`src/rtl/generic_unpacker_pkg.sv`:
```
// ---------------------------------------------------------------------------
// generic_unpacker_pkg
// Shared types and helpers for the generic width unpacker:
//   order_e     - narrow beat emission order (LSB slice first or MSB slice first)
//   state_e     - unpacker FSM states
//   calc_ratio  - number of narrow beats per wide word
// ---------------------------------------------------------------------------
package generic_unpacker_pkg;

  typedef enum logic {
    ORDER_LSB_FIRST = 1'b0,
    ORDER_MSB_FIRST = 1'b1
  } order_e;

  typedef enum logic {
    IDLE  = 1'b0,
    SHIFT = 1'b1
  } state_e;

  function automatic int calc_ratio(input int wide, input int narrow);
    return wide / narrow;
  endfunction

endpackage

```
`src/rtl/unpacker_beat_counter.sv`:
```
// ---------------------------------------------------------------------------
// unpacker_beat_counter
// Modulo-RATIO beat index counter used by the width unpacker.
// Ports:
//   i_clk      in   1      clock, rising edge
//   i_rst_n    in   1      asynchronous reset, active low
//   i_clear    in   1      force index to 0 (new word loaded)
//   i_enable   in   1      advance index by one (narrow beat accepted)
//   o_index    out  IDX_W  current beat index, 0 .. RATIO-1
//   o_at_last  out  1      index is on the final beat (RATIO-1)
// ---------------------------------------------------------------------------
module unpacker_beat_counter
  import generic_unpacker_pkg::*;
#(
  parameter int RATIO = 2,
  parameter int IDX_W = $clog2(RATIO)
) (
  input  logic             i_clk,
  input  logic             i_rst_n,
  input  logic             i_clear,
  input  logic             i_enable,
  output logic [IDX_W-1:0] o_index,
  output logic             o_at_last
);

  logic [IDX_W-1:0] index_q;
  logic [IDX_W-1:0] index_d;

  assign o_index   = index_q;
  assign o_at_last = (index_q == IDX_W'(RATIO - 1));

  // Wrap explicitly at RATIO-1 so non-power-of-two ratios never reach an
  // out-of-range slice.
  always_comb begin
    index_d = index_q;
    if (i_clear) begin
      index_d = '0;
    end else if (i_enable) begin
      index_d = o_at_last ? '0 : index_q + IDX_W'(1);
    end
  end

  always_ff @(posedge i_clk or negedge i_rst_n) begin
    if (!i_rst_n) begin
      index_q <= '0;
    end else begin
      index_q <= index_d;
    end
  end

endmodule

```
`src/rtl/generic_width_unpacker.sv`:
```
// ---------------------------------------------------------------------------
// generic_width_unpacker
// Accepts one WIDE_W word per valid/ready handshake and emits it as
// RATIO = WIDE_W/NARROW_W narrow beats, LSB slice first or MSB slice first.
// A new word may be accepted in the same cycle as the last beat of the
// current one, giving a sustained rate of one narrow beat per cycle.
// Optional feature macro: GENERIC_UNPACKER_COUNT_EN adds o_word_count.
// Ports:
//   i_clk           in   1         clock, rising edge
//   i_rst_n         in   1         asynchronous reset, active low
//   i_wide_valid    in   1         wide word valid
//   o_wide_ready    out  1         wide word accepted when valid && ready
//   i_wide_data     in   WIDE_W    wide word
//   o_narrow_valid  out  1         narrow beat valid
//   i_narrow_ready  in   1         consumer ready
//   o_narrow_data   out  NARROW_W  narrow beat
//   o_narrow_last   out  1         final beat of a word
//   o_word_count    out  16        (GENERIC_UNPACKER_COUNT_EN only) words
//                                  fully emitted, saturating
// ---------------------------------------------------------------------------
module generic_width_unpacker
  import generic_unpacker_pkg::*;
#(
  parameter int     NARROW_W = 8,
  parameter int     WIDE_W   = 16,
  parameter order_e ORDER    = ORDER_LSB_FIRST
) (
  input  logic                i_clk,
  input  logic                i_rst_n,
  input  logic                i_wide_valid,
  output logic                o_wide_ready,
  input  logic [WIDE_W-1:0]   i_wide_data,
  output logic                o_narrow_valid,
  input  logic                i_narrow_ready,
  output logic [NARROW_W-1:0] o_narrow_data,
  output logic                o_narrow_last
`ifdef GENERIC_UNPACKER_COUNT_EN
  ,
  output logic [15:0]         o_word_count
`endif
);

  localparam int RATIO = calc_ratio(WIDE_W, NARROW_W);
  localparam int IDX_W = $clog2(RATIO);

  if ((WIDE_W % NARROW_W) != 0 || RATIO < 2) begin : g_bad_cfg
    $error("generic_width_unpacker: WIDE_W must be a multiple of NARROW_W with ratio >= 2");
  end

  state_e            state_q;
  state_e            state_d;
  logic [WIDE_W-1:0] hold_q;
  logic [WIDE_W-1:0] hold_d;
  logic              rst_done_q;
  logic [IDX_W-1:0]  beat_index;
  logic              at_last;
  logic              wide_hs;
  logic              narrow_hs;
  int                slice_sel;

  unpacker_beat_counter #(
    .RATIO (RATIO),
    .IDX_W (IDX_W)
  ) u_beat_counter (
    .i_clk     (i_clk),
    .i_rst_n   (i_rst_n),
    .i_clear   (wide_hs),
    .i_enable  (narrow_hs),
    .o_index   (beat_index),
    .o_at_last (at_last)
  );

  assign o_narrow_valid = (state_q == SHIFT);
  assign o_narrow_last  = (state_q == SHIFT) && at_last;

  // rst_done_q keeps ready low while reset is held and goes high on the first
  // clock after release. In SHIFT a new word is only taken alongside the
  // accepted last beat, which is what removes the bubble between words.
  assign o_wide_ready = rst_done_q &&
                        ((state_q == IDLE) || (o_narrow_last && i_narrow_ready));
  assign wide_hs      = i_wide_valid && o_wide_ready;
  assign narrow_hs    = o_narrow_valid && i_narrow_ready;

  // Beat order only changes which slice a given index selects.
  always_comb begin
    slice_sel = int'(beat_index);
    if (ORDER == ORDER_MSB_FIRST) begin
      slice_sel = RATIO - 1 - int'(beat_index);
    end
    o_narrow_data = hold_q[slice_sel*NARROW_W +: NARROW_W];
  end

  always_comb begin
    state_d = state_q;
    hold_d  = hold_q;
    case (state_q)
      IDLE: begin
        if (wide_hs) begin
          hold_d  = i_wide_data;
          state_d = SHIFT;
        end
      end
      SHIFT: begin
        if (narrow_hs && at_last) begin
          if (wide_hs) begin
            hold_d = i_wide_data;
          end else begin
            state_d = IDLE;
          end
        end
      end
      default: state_d = IDLE;
    endcase
  end

  always_ff @(posedge i_clk or negedge i_rst_n) begin
    if (!i_rst_n) begin
      state_q    <= IDLE;
      hold_q     <= '0;
      rst_done_q <= 1'b0;
    end else begin
      state_q    <= state_d;
      hold_q     <= hold_d;
      rst_done_q <= 1'b1;
    end
  end

`ifdef GENERIC_UNPACKER_COUNT_EN
  logic [15:0] word_count_q;
  logic [15:0] word_count_d;

  assign o_word_count = word_count_q;

  // A word counts as emitted when its last beat is accepted; saturate rather
  // than wrap so the count stays meaningful on long runs.
  always_comb begin
    word_count_d = word_count_q;
    if (narrow_hs && at_last && (word_count_q != 16'hFFFF)) begin
      word_count_d = word_count_q + 16'd1;
    end
  end

  always_ff @(posedge i_clk or negedge i_rst_n) begin
    if (!i_rst_n) begin
      word_count_q <= '0;
    end else begin
      word_count_q <= word_count_d;
    end
  end
`endif

endmodule

```
`config.mk`:
```
export PLATFORM = sky130hd
export DESIGN_NAME = generic_width_unpacker
export DESIGN_NICKNAME = d
export VERILOG_FILES = /design/src/rtl/generic_unpacker_pkg.sv /design/src/rtl/unpacker_beat_counter.sv /design/src/rtl/generic_width_unpacker.sv
export SDC_FILE = /design/constraint.sdc
export NUM_CORES = 1
export LEC_CHECK = 0
export CORE_ASPECT_RATIO = 0.7
export CORE_MARGIN = 8
export CORE_UTILIZATION = 35
export CTS_BUF_LIST = sky130_fd_sc_hd__clkbuf_8
export CTS_CLUSTER_DIAMETER = 200
export DETAILED_ROUTE_END_ITERATION = 10
export PLACE_DENSITY_LB_ADDON = 0.2
export SYNTH_ARGS = -nofsm -noshare
export SYNTH_HDL_FRONTEND = slang
export SYNTH_HIERARCHICAL = 1
export SYNTH_SLANG_ARGS = --single-unit
```
`constraint.sdc`:
```
create_clock -name i_clk -period 3.2 [get_ports i_clk]
set_input_delay 0.8 -clock i_clk [delete_from_list [all_inputs] [get_ports i_clk]]
set_output_delay 0.8 -clock i_clk [all_outputs]
set_load 0.05 [all_outputs]
```
* Word-level counts from Yosys, hierarchy flattened *
Cells that the tools add are included.

word-level totals
  register bits = 19
  output and inout bits = 11
  input port bits = 20

cells by class
  bitwise logic cells = 1
  shift-type cells = 1
  reduce and logical (&&, ||, !) cells = 8
  equality and inequality tests = 1
  muxes and demuxes = 9
  $add $sub $neg = 1

operators with widths
  cell                   count
  $mux W16               2
  $pmux W16 S2           1
  $shiftx A16 B5 Y8      1
  $logic_and A1 B1 Y1    6
  $mux W1                5
  $ne A2 B1 Y1 const B   1
  $pmux W1 S2            1
  $reduce_bool A2 Y1     1
  $add A1 B1 Y1 const B  1
  $logic_or A1 B1 Y1     1
  $not A1 Y1             1

* Depth between registers and ports, before layout *
Gate-level depths: netlist of run 1.

  word-level depth = 8
  depth in mapped cells = 4

* Hierarchy *
Netlist of run 1, hierarchy kept.

modules (own cells, without submodules)
  module                  cells each  area each (um^2)  times used
  generic_width_unpacker  53          837.1             1
  unpacker_beat_counter   4           45.0              1

* Least setup slack after synthesis of run 1 *
OpenSTA, ideal clock, no wires.

  path kind = input to output
  start point = in i_narrow_ready
  end point = out o_wide_ready
  path slack = 1,028 ps
  cell stages on the path = 3
  arrival time = 1,372 ps
  path through = nand2_2 > nand2_1 > and2_1

on the way
  longest elaborated chain between the ends = 3

ends and longest elaborated chain
  element              RTL line                      source
  from (decl)          generic_width_unpacker.sv:34  input logic i_narrow_ready,
  $logic_and A1 B1 Y1  generic_width_unpacker.sv:80  ((state_q == IDLE) || (o_narrow_last && i_narrow_ready));
  $logic_or A1 B1 Y1   generic_width_unpacker.sv:80
  $logic_and A1 B1 Y1  generic_width_unpacker.sv:79  assign o_wide_ready = rst_done_q &&
  to (decl)            generic_width_unpacker.sv:31  output logic o_wide_ready,

Every way passes these cells.

* Worst setup path in the final report of run 1 *
  start point = reg u_beat_counter.index_q, in the netlist u_beat_counter/o_at_last
  end point = out o_narrow_data[0]

on the way
  longest elaborated chain between the ends = 1

ends and longest elaborated chain
  element                 RTL line                      source
  from (decl)             unpacker_beat_counter.sv:26   logic [IDX_W-1:0] index_q;
  from (signal assigned)  unpacker_beat_counter.sv:47   index_q <= index_d;
  $shiftx A16 B5 Y8       generic_width_unpacker.sv:90  o_narrow_data = hold_q[slice_sel*NARROW_W +: NARROW_W];
  to (decl)               generic_width_unpacker.sv:35  output logic [NARROW_W-1:0] o_narrow_data,

Every way passes these cells.

==> results of run 1 <==
[path summary, 6_finish.rpt]
check / from / endpoint / cells after the start / slack [ns]
worst max-delay path: u_beat_counter/o_at_last / o_narrow_data[0] / 2 / 0.41
worst min-delay path: hold_q[7] / hold_q[7] / 1 / 0.51
worst max register to register: u_beat_counter/o_at_last / hold_q[4] / 3 / 1.30
worst min register to register: hold_q[7] / hold_q[7] / 1 / 0.51
max in group asynchronous: i_rst_n / hold_q[11] / 1 / 1.67
min in group asynchronous: i_rst_n / hold_q[10] / 1 / 1.02
[state kept, by name (all words and copies together), names as in the netlist]
register,cells
hold_q,16
rst_done_q,1
u_beat_counter/o_at_last,1
o_narrow_valid,1
[cell usage in the layout, fill, tap and decap left out, types with 2 or more instances in the layout]
cell	synthesis	routed
and2_1	2	2
clkbuf_8	0	3
clkdlybuf4s50_1	0	29
dfrtp_1	19	19
mux2_2	15	15
mux2_4	9	9
nand2_1	3	3
[final cells by class]
cell class,count,area share
multi-input cells,35,0.300
clock buffers,3,0.0331
flip-flops and latches,19,0.381
repair buffers,30,0.248
clock inverters,1,0.00401
well taps,34,0.0341
[layer usage]
| metal | vias to the layer above | wire, µm | global-route usage |
|---|---|---|---|
| met5 | - | 0 | 0 |
| li1 | 254 | - | - |
| met3 | 2 | 120 | 0.0448 |
| met1 | 256 | 799 | 0.0951 |
| met2 | 17 | 734 | 0.117 |
| met4 | 0 | 10 | 0.0250 |
[cells by family after synthesis]
family          count (synthesis)  synth area share
xor+xnor                        1           0.00993
other cells                     1           0.00425
buf+inv                         3            0.0369
mux                            24             0.345
flops                          19             0.539
compound gates                  1            0.0184
simple gates                    8            0.0468
[power breakdown]
group / switching, mW / total (mW) / internal (mW)
logic: 0.443 / 0.820 / 0.376
registers: 0.0861 / 0.441 / 0.355
clock network: 0.0739 / 0.160 / 0.0863
[worst register-to-register path, cell delays in order, from the launching register on]
cell	delay [ns]
dfrtp_1	0.64
nand2_2	0.14
a21oi_4	0.59
mux2_2	0.42
[metrics by stage]
stage               worst slack, ns   util  power, mW  hold WS [ns]
floorplan                      1.03      -       1.04         0.475
CTS                           0.363  0.516       1.44         0.508
detailed placement            0.599  0.497       1.27         0.492
global placement              0.609  0.497       1.26         0.486
global route                  0.297  0.516       1.50         0.521
finish                        0.406  0.516       1.42         0.505
[cell usage after synthesis]
cell,count,area [µm²]
a21oi_4,1,16.3
and2_1,2,12.5
and2_2,1,7.51
buf_12,1,20.0
buf_2,1,5.00
buf_4,1,7.51
conb_1,1,3.75
dfrtp_1,19,475
mux2_2,15,169
mux2_4,9,135
nand2_1,3,11.3
nand2_2,1,6.26
nor2_1,1,3.75
xnor2_1,1,8.76
==> flow_metrics.tcl, run 1 <==
set metrics [dict create \
    crit_path_top_delay_cell "clkdlybuf4s50_1" \
    nets 109 \
    final-setup-viol-count 0 \
    slowest_delay_ns 0.70 \
    synth-seq-area-share 0.539 \
    grt_pass1_wl_mm 2.78 \
    period_needed_ns 2.79 \
    cts_setup_buffers 0 \
    timing.final.crit_share 0.873 \
    cts_sinks 19 \
    cap_violations 0 \
    multi_input_area_um2 374 \
    avgRoutedWirePerCell_um 13.6 \
    cts_tree "built" \
    die_w_um 76.0 \
    drc 0 \
    grt_pass1_vias 607 \
    status "finished, final reports clean" \
    core.rowCount 15 \
    crit_arrival_ns 1.99 \
    final_area_um2 1250 \
    avgViaCountPerCell 4.34 \
    synthDistinctLibCells 14 \
    rsz0062_at_grt "false" \
    firstDrtPassIters 2 \
    h-tree-depth 1 \
    n_antenna_cell 0 \
    io_buffers 30 \
    worstPathCellList "mux2_2, clkdlybuf4s50_1" \
    drtIter0Drc 8 \
    powerDensity_nw_per_um2 1140 \
    dp.cells 118 \
    cts_buffers 3 \
    synth.avg_cell_area_um2 15.5 \
    hold_path.class "flip-flop to flip-flop" \
    drive_above_1_share 0.364 \
    p_leak_nw 0.522 \
    place.gp.congestion 0.596 \
    grt_antenna_before_repair 0 \
    overflow 0 \
    fmax_mhz 358 \
    fin_skew_ns 0.00144 \
    synth_cells 57 \
    wl_mm 1.66 \
    synth_seq_cells 19 \
    yosys_warnings 6 \
    drv_slew 0 \
    track_usage 0.0792 \
    cts.root.buffer_cell "clkbuf_8" \
    die-area_um2 4410 \
    ir_drop_uv 420 \
    grt_max_degree 20 \
    placed_area_um2 1200 \
    path_class "flip-flop to output port" \
    coreArea_um2 2420 \
    fin_setup_tns_ns 0 \
    ant_nets 0 \
    ctsResizeCount 0 \
    cts_hold_buf 0 \
    via_count 529 \
    clockBufferDepth 2 \
    ios 31 \
    area_delta_synth_final_pct 41.6 \
    path_clk_slew_ns 0.07 \
    die_height_um 58 \
    path_max_fanout 11 \
    cp_top_family "buffers and inverters" \
    critical_path.endpoint_type "output port" \
    hold_violations 0 \
    cp-start-kind "flip-flop" \
    clock_latency_ns 0.25 \
    initial_core_util 0.364 \
    crit_buf_inv 1 \
    syn-cell-area_um2 882 \
    dp_hpwl_mm 1.25 \
    fin_cells 122 \
    tightest_slew_ns 0.822 \
    synthesis.nets 77 \
    cp.required_ns 2.40 \
    n_fill_cell 218 \
    regArea_um2 475 \
    maxSlewHeadroom 0.450 \
]
Power figures use the tool's default switching activity.
==> run 2, diff against run 1 <==
- ABC_AREA: default -> 1
- DONT_BUFFER_PORTS: default -> 1
==> flow_metrics.tcl, run 2 <==
set metrics [dict create \
    avgViaCountPerCell 4.98 \
    synth.most_common_cell "nand2_1" \
    synth_top_area_cell "dfrtp_1" \
    die_height_um 58.9 \
    cap_violations 0 \
    dp_hpwl_mm 1.48 \
    yosys.area_share.xor_xnor 0 \
    final_common_cell "nand2_1" \
    synth_enable_flop_cells 0 \
    period_needed_ns 2.58 \
    ant_nets 0 \
    grt_pass1_wl_mm 3.41 \
    cts_buffers 3 \
    synthDistinctLibCells 13 \
    h-tree-depth 1 \
    drtIter0Drc 26 \
    fin_setup_tns_ns 0 \
    cts_setup_buffers 0 \
    path_max_fanout 19 \
    ys_top_cells_by_count "38 x nand2_1, 19 x dfrtp_1, 16 x nand4_1" \
    fin_skew_ns 0.00631 \
    p_total_mw 1.22 \
    avgRoutedWirePerCell_um 15.7 \
    area_delta_synth_final_pct 4.89 \
    grt_pass1_vias 666 \
    initial_core_util 0.372 \
    place.gp.congestion 0.729 \
    synth_area_leaders "dfrtp_1 52%, nand2_1 15%, nand4_1 11%, mux2_2 9.8%, buf_2 2.7%" \
    cp.required_ns 2.40 \
    cts_sinks 19 \
    synth_top_family_by_area "simple AND/OR/NAND/NOR gates" \
    ir_drop_uv 370 \
    path_clk_slew_ns 0.07 \
    cts_tree "built" \
    placed_area_um2 920 \
    final-setup-viol-count 0 \
    pre_cts_ws_ns 0.821 \
    synthArstFlopShare 1.00 \
    yosys_warnings 6 \
    synth_cells 99 \
    yosys.area_share.simple 0.310 \
    synth_fa_ha_area_frac 0 \
    path_class "flip-flop to output port" \
    coreArea_um2 2480 \
    n_antenna_cell 0 \
    hold_violations 0 \
    firstDrtPassIters 4 \
    overflow 0 \
    crit_arrival_ns 1.78 \
    clock_latency_ns 0.26 \
    final_area_um2 966 \
    drc 0 \
    grt_max_degree 20 \
    ctsResizeCount 0 \
    hold_path.class "input port to async pin" \
    tightest_slew_ns 0.585 \
    cp-start-kind "flip-flop" \
    fmax_mhz 387 \
    die_w_um 77.3 \
    synth_seq_cells 19 \
    track_usage 0.0961 \
    powerDensity_nw_per_um2 1270 \
    syn-cell-area_um2 921 \
    via_count 648 \
    drive_above_1_share 0.156 \
    rsz0062_at_grt "false" \
    ios 31 \
    critical_path.endpoint_type "output port" \
    n_fill_cell 264 \
    maxSlewHeadroom 0.610 \
    nets 117 \
    setup_ws_ns 0.617 \
    grt_antenna_before_repair 0 \
    drv_slew 0 \
    synth_compound_area_frac 0 \
    clockBufferDepth 2 \
    synth-seq-area-share 0.516 \
    top_register "hold_q" \
    core.rowCount 15 \
    muxShareOfSynthArea 0.0978 \
    status "finished, final reports clean" \
    synth.avg_cell_area_um2 9.30 \
    largest_reg_flops 16 \
    ff2ff_setup_slack_ns 1.60 \
    die-area_um2 4550 \
    mostFrequentLayoutCells "38 x nand2_1, 19 x dfrtp_1, 16 x nand4_1" \
    timing.final.crit_share 0.807 \
    cts_hold_buf 0 \
    cts.root.buffer_cell "clkbuf_8" \
    wl_mm 2.05 \
    io_buffers 0 \
    synthesis.nets 119 \
    synth_flop_cell "dfrtp_1" \
    p_leak_nw 0.496 \
    synth_top_area_frac 0.516 \
]
-- run 2: cell count changes after synthesis, moves of 4 or more --
cell / change
buf_2: +4
inv_1: +4
mux2_2: -7
mux2_4: -9
nand2_1: +35
nand4_1: +16
-- run 2: per-stage QoR --
step                      std cells  hold slack (ns)  utilization
after floorplan                  99            0.436            -
after global placement          126            0.452        0.371
after detailed placement        126            0.453        0.371
after CTS                       130            0.216        0.390
after global routing            130            0.211        0.390
final                           130            0.226        0.390
-- run 2: path summary, 6_finish.rpt --
path | start | endpoint | depth (start not counted)
max | u_beat_counter/o_at_last | o_wide_ready | 3
min | i_rst_n | o_narrow_valid | 0
max reg2reg | u_beat_counter/o_at_last | u_beat_counter/o_at_last | 7
min reg2reg | hold_q[10] | hold_q[10] | 2
max in group asynchronous | i_rst_n | hold_q[5] | 0
min in group i_clk | hold_q[10] | hold_q[10] | 2
-- run 2: layout make-up --
cell class	instances	area (µm²)	area share
Tap cell	34	42.5	0.0440
Timing Repair Buffer	1	7.51	0.00777
Clock buffer	3	41.3	0.0427
Clock inverter	1	5.00	0.00518
Multi-Input combinational cell	68	379	0.392
Inverter	4	15.0	0.0155
Sequential cell	19	475	0.492
-- run 2: metal layers --
metal  GRT usage  part of all wire  vias up
li1            -                 -      323
met1       0.108              0.42      303
met2       0.150              0.46       20
met3      0.0653              0.12        2
met4      0.0160            0.0049        0
met5           0                 0        -
-- run 2: logic make-up (layout without fill, tap and decap cells) --
logic type,Yosys count,count (layout)
DFF,19,19
and+or+nand+nor,59,59
buffers and inverters,12,9
muxes,8,8
other,1,1
-- run 2: power breakdown --
group          internal, mW  switching [mW]
Clock                0.0866          0.0813
Sequential            0.353           0.110
Combinational         0.139           0.454
-- run 2: worst max-delay path, stage by stage (launching register included) --
cell	delay, ns
dfrtp_1	0.64
nand2_1	0.17
nand2_4	0.21
and2_1	0.49
